**src/rtl/seq_multiplier_pkg.sv**
```systemverilog
// ---------------------------------------------------------------------------
// seq_multiplier_pkg
// Shared definitions for the sequential shift-add multiplier:
//   - DEFAULT_WIDTH : default operand width in bits
//   - state_t       : FSM state type, with the IDLE / CALC / FIX encodings
// ---------------------------------------------------------------------------
package seq_multiplier_pkg;

    localparam int DEFAULT_WIDTH = 16;

    typedef logic [1:0] state_t;

    localparam state_t ST_IDLE = 2'd0;
    localparam state_t ST_CALC = 2'd1;
    localparam state_t ST_FIX  = 2'd2;

endpackage : seq_multiplier_pkg

```
**src/rtl/seq_multiplier.sv**
```systemverilog
// ---------------------------------------------------------------------------
// seq_multiplier
// Radix-2 sequential multiplier, one multiplier bit per clock, with an
// optional two's-complement mode handled as sign/magnitude around an
// unsigned core.
//
// Ports:
//   clk            : clock, all state changes on the rising edge
//   rst            : synchronous active-high reset
//   start          : request a multiply (only looked at while idle)
//   signed_mode    : 1 = two's-complement operands/result, 0 = unsigned
//   a              : multiplicand  [WIDTH-1:0]
//   b_in           : multiplier    [WIDTH-1:0]
//   busy           : high while an operation is in flight
//   rdy            : one-cycle pulse, multiplier_out valid
//   multiplier_out : registered product [2*WIDTH-1:0], held until next rdy
//
// Latency: start sampled in cycle 0 -> busy in cycles 1..WIDTH+1,
// rdy in cycle WIDTH+2 (FSM already idle, so a new start is accepted there).
// ---------------------------------------------------------------------------
module seq_multiplier
    import seq_multiplier_pkg::*;
#(
    parameter int WIDTH = DEFAULT_WIDTH
) (
    input  logic                 clk,
    input  logic                 rst,
    input  logic                 start,
    input  logic                 signed_mode,
    input  logic [WIDTH-1:0]     a,
    input  logic [WIDTH-1:0]     b_in,
    output logic                 busy,
    output logic                 rdy,
    output logic [2*WIDTH-1:0]   multiplier_out
);

    localparam int                CNT_W     = $clog2(WIDTH + 1);
    localparam logic [CNT_W-1:0]  LAST_STEP = CNT_W'(WIDTH - 1);
    localparam logic [CNT_W-1:0]  CNT_ONE   = CNT_W'(1);

    // Magnitude of an operand; the most negative value maps to 2^(WIDTH-1),
    // which still fits because the result is treated as unsigned.
    function automatic logic [WIDTH-1:0] magnitude(input logic [WIDTH-1:0] v,
                                                    input logic           is_signed);
        logic [WIDTH-1:0] r;
        if (is_signed && v[WIDTH-1]) begin
            r = ~v + WIDTH'(1);
        end else begin
            r = v;
        end
        return r;
    endfunction

    // Two's-complement negation of the full-width product.
    function automatic logic [2*WIDTH-1:0] negate(input logic [2*WIDTH-1:0] v);
        return ~v + (2*WIDTH)'(1);
    endfunction

    state_t              state_r;
    logic [CNT_W-1:0]    cnt_r;
    logic [2*WIDTH-1:0]  mcand_r;   // multiplicand magnitude, shifted left each step
    logic [WIDTH-1:0]    mplier_r;  // multiplier magnitude, shifted right each step
    logic [2*WIDTH-1:0]  acc_r;
    logic                neg_r;     // result must be negated in FIX
    logic                busy_r;
    logic                rdy_r;
    logic [2*WIDTH-1:0]  prod_r;
    logic [2*WIDTH-1:0]  acc_next_s;

    // One shift-add step: add the shifted multiplicand when the current
    // multiplier LSB is set.
    always_comb begin
        acc_next_s = acc_r;
        if (mplier_r[0]) begin
            acc_next_s = acc_r + mcand_r;
        end else begin
            acc_next_s = acc_r;
        end
    end

    // FSM, datapath registers and registered outputs.
    always_ff @(posedge clk) begin
        if (rst) begin
            state_r  <= ST_IDLE;
            cnt_r    <= '0;
            mcand_r  <= '0;
            mplier_r <= '0;
            acc_r    <= '0;
            neg_r    <= 1'b0;
            busy_r   <= 1'b0;
            rdy_r    <= 1'b0;
            prod_r   <= '0;
        end else begin
            rdy_r <= 1'b0;
            case (state_r)
                ST_IDLE: begin
                    if (start) begin
                        mcand_r  <= {{WIDTH{1'b0}}, magnitude(a, signed_mode)};
                        mplier_r <= magnitude(b_in, signed_mode);
                        neg_r    <= signed_mode & (a[WIDTH-1] ^ b_in[WIDTH-1]);
                        acc_r    <= '0;
                        cnt_r    <= '0;
                        busy_r   <= 1'b1;
                        state_r  <= ST_CALC;
                    end else begin
                        busy_r   <= 1'b0;
                        state_r  <= ST_IDLE;
                    end
                end
                ST_CALC: begin
                    acc_r    <= acc_next_s;
                    mcand_r  <= mcand_r << 1;
                    mplier_r <= mplier_r >> 1;
                    cnt_r    <= cnt_r + CNT_ONE;
                    if (cnt_r == LAST_STEP) begin
                        state_r <= ST_FIX;
                    end else begin
                        state_r <= ST_CALC;
                    end
                end
                ST_FIX: begin
                    prod_r  <= neg_r ? negate(acc_r) : acc_r;
                    rdy_r   <= 1'b1;
                    busy_r  <= 1'b0;
                    state_r <= ST_IDLE;
                end
                default: begin
                    busy_r  <= 1'b0;
                    state_r <= ST_IDLE;
                end
            endcase
        end
    end

    assign busy           = busy_r;
    assign rdy            = rdy_r;
    assign multiplier_out = prod_r;

endmodule : seq_multiplier

```
**config.mk**
```make
export PLATFORM = sky130hd
export DESIGN_NAME = seq_multiplier
export DESIGN_NICKNAME = d
export VERILOG_FILES = /design/src/rtl/seq_multiplier_pkg.sv /design/src/rtl/seq_multiplier.sv
export SDC_FILE = /design/constraint.sdc
export NUM_CORES = 1
export LEC_CHECK = 0
export CAP_MARGIN = 20
export CORE_ASPECT_RATIO = 2
export CORE_MARGIN = 4
export CORE_UTILIZATION = 40
export DETAILED_ROUTE_END_ITERATION = 7
export PLACE_DENSITY_LB_ADDON = 0.3
export SETUP_SLACK_MARGIN = 0.5
export SKIP_CTS_REPAIR_TIMING = 1
export SYNTH_ARGS = -nofsm -noshare
export SYNTH_HDL_FRONTEND = slang
export SYNTH_SLANG_ARGS = --single-unit
```
**constraint.sdc**
```tcl
create_clock -name clk -period 3.9 [get_ports clk]
set_input_delay 1.17 -clock clk [delete_from_list [all_inputs] [get_ports clk]]
set_output_delay 1.17 -clock clk [all_outputs]
set_load 0.02 [all_outputs]
```
==> impl_metrics.yaml <==
cells_and_area:
  drive_gt1_share_pct: 6.56
  stdcell_area_sq_um: 8540
  n_antenna_cell: 0
  nNetsFinal: 990
  area_delta_synth_final_pct: 20.7
power_and_ir_drop:
  p_int_mw: 2.43
  p_switching_mw: 0.823
  p_comb_share_pct: 9.8
  peakVddDrop_uv: 248
  powerDensity_nw_per_um2: 381
  finalPower_mw: 3.25
  p_leak_nw: 3.34
  p_seq_share_pct: 40.2
  clkPwrFrac_pct: 50.1
  netSwitchingFraction_pct: 25.3
placement:
  portBuffers: 69
  dpl.hpwl_um: 14300
  placed_area_sq_um: 7940
  gp_congestion: 0.893
synthesis:
  yosys.area.top_type: "dfxtp_1"
  yosysWarnings: 0
  netlist_instances: 869
  seq_area_frac_synth_pct: 34.5
  synth_area_leaders: "dfxtp_1, nor2_1, xor2_1"
  synth-main-ff-cell: "dfxtp_1"
  synth_edf_count: 0
  synth_nets: 942
  syn_area_sq_um: 7080
  synth.avg_cell_area_sq_um: 8.15
  yosysUniqueCellTypes: 65
  ys_ff_latch: 122
  postSynth.asyncResetShare_pct: 0
  netlist.area_leader.share_pct: 34.5
sta:
  min_period_over_period_pct: 81.5
  skew_ns: 0.00977
  setup_viol: 0
  whs_ns: 0.464
  relSlewSlack_pct: 32.5
  clock.fmax_mhz: 315
  min_period_ns: 3.18
  hold_violations: 0
  grt_setup_unrepaired: "no"
  tightest_slew_ns: 1.01
  final_max_slew_viol_count: 0
  fin_setup_tns_ns: 0
worst_setup_path:
  required_ns: 4.19
  r2r-start: "mcand_r[0]"
  worstSetupPathType: "in -> reg"
  cp_max_fo: 4
  cp.arrival_ns: 3.47
  critPathLaunchType: "input port"
  endpoint_kind: "flop"
  startpoint: "a[3]"
min_path:
  hold_start: "multiplier_out[0]"
  hold_class: "reg -> reg"
clock_network:
  clock_latency_ns: 0.42
  cts_tree: "built"
  root_buffer: "clkbuf_16"
  cts_made_buffers: 17
  htreeDepth: 4
  cts_sinks: 122
  cts_buffer_depth: 2
  clk_pin_slew_ns: 0.06
global_route:
  grt_antenna_before_repair: 0
  grt_overflow: 0
  grt_pass1_vias: 6590
  grt_pass1_wl_um: 32000
  track_usage_pct: 20.0
  grt_max_degree: 53
floorplanning:
  die_x_um: 102
  fp.dieH_um: 196
  ios: 70
  core_area_sq_um: 17400
  rows: 68
  dieArea_sq_um: 20000
  initial_core_util_pct: 40.8
detailed_routing:
  wl_per_cell_um: 17.1
  ant_nets: 0
  num_vias: 6629
  drc: 0
  firstDrtPassIters: 8
  viasPerCell: 5.81
  drt_first_iter_violations: 308
  wirelength_um: 19500
flow_run:
  cap_violations: 0
status:
  status: "finished, final reports clean"
## logic make-up (layout without fill, tap and decap cells)
family	count (synthesis)	in the layout	share of synthesized area [%]
buffers and inverters	72	133	3.83
DFF	122	122	34.5
xor gates and xnor gates	82	82	10.1
adders and majority gates	37	37	6.64
AOI/OAI and AO/OA	244	244	24.3
and+or+nand+nor	309	309	20.2
muxes	3	3	0.424
## synth_stat cells (2+ instances only)
master / number
nor2_1: 145
dfxtp_1: 122
nand2_1: 63
xor2_1: 54
a21oi_1: 46
clkbuf_1: 46
o21ai_0: 43
ha_1: 36
a22oi_1: 33
a211oi_1: 32
a222oi_1: 28
xnor2_1: 28
inv_1: 23
nand3_1: 21
nor3_1: 14
o31ai_1: 10
nor2b_1: 9
a21o_1: 8
nand2b_1: 8
a31oi_1: 7
and2_1: 5
o21bai_1: 5
or3_1: 5
or4_1: 5
and3_1: 4
nand4_1: 4
nor3b_1: 4
nor4_1: 4
o21ai_1: 4
o41ai_1: 4
mux2i_1: 3
nand4b_1: 3
o211ai_1: 3
or2_2: 3
a22o_1: 2
a32oi_1: 2
a41oi_1: 2
buf_1: 2
o21a_1: 2
o31ai_2: 2
## metrics by stage
step,std cells,utilization (%),setup WS [ns]
final,1140,49.2,0.721
after global routing,1140,49.2,0.561
after CTS,1140,49.2,0.725
after detailed placement,1108,45.7,0.326
after global placement,1108,45.7,0.345
after floorplan,869,-,1.11
## final cells by class
class	instances	area, sq um
clock buffers	18	439
repair buffers	78	756
well taps	210	263
inverters	23	86.3
flip-flops and latches	122	2440
fillers	1742	8810
clock inverters	14	170
multi-input cells	675	4390
## power by group through the flow
stage / clock (mW) / combinational (mW) / sequential [mW]
6_report: 1.63 / 0.318 / 1.31
2_1_floorplan: 0 / 0.210 / 1.32
4_1_cts: 1.65 / 0.319 / 1.31
3_3_place_gp: 0 / 0.314 / 1.33
3_5_place_dp: 0 / 0.318 / 1.33
5_1_grt: 1.70 / 0.351 / 1.31
## flip-flops by register name, summed over array words and instances (netlist names)
signal          flops
rdy                 1
neg_r               1
acc_r              32
multiplier_out     32
mplier_r           16
mcand_r            32
cnt_r               5
busy                1
state_r             2
## routing by layer
layer | share of wire (%) | global-route usage (%) | vias up
met5 | 0 | 0 | -
met4 | 4.3 | 10.4 | 0
met3 | 3.5 | 3.06 | 50
met2 | 55 | 37.4 | 152
met1 | 37 | 20.7 | 3173
li1 | - | - | 3254
## worst max-delay path: stages
cell             delay (ns)
clkdlybuf4s50_1        0.46
nor3_1                 0.35
nand2b_1               0.15
nor2_1                 0.14
nand2_1                0.11
or4_1                  0.52
nand2_1                0.10
xnor2_1                0.07
a222oi_1               0.31
nor2_1                 0.07
## worst paths after layout
| kind | end | slack [ns] | depth (start not counted) |
|---|---|---|---|
| max | mcand_r[13] | 0.72 | 10 |
| min | multiplier_out[0] | 0.46 | 2 |
| max reg2reg | acc_r[30] | 0.87 | 12 |
| min reg2reg | multiplier_out[0] | 0.46 | 2 |
## placed cells by master, fill, tap and decap left out, drive strengths merged, types with 5 or more instances in the layout
master / Yosys / layout
a21oi: 46 / 46
nor2: 146 / 146
nand2: 63 / 63
xor2: 54 / 54
buf: 3 / 10
o31ai: 13 / 13
a222oi: 28 / 28
a211oi: 32 / 32
or3: 5 / 5
o21ai: 47 / 47
nand3: 22 / 22
dfxtp: 122 / 122
clkbuf: 46 / 18
or4: 5 / 5
o21bai: 5 / 5
nor2b: 9 / 9
o41ai: 5 / 5
nand2b: 9 / 9
clkdlybuf4s50: 0 / 68
nor3: 15 / 15
nor4: 5 / 5
a21o: 8 / 8
ha: 36 / 36
xnor2: 28 / 28
and2: 6 / 6
a31oi: 7 / 7
inv: 23 / 26
a22oi: 33 / 33
Note: power is estimated with default switching activity, not from simulation.
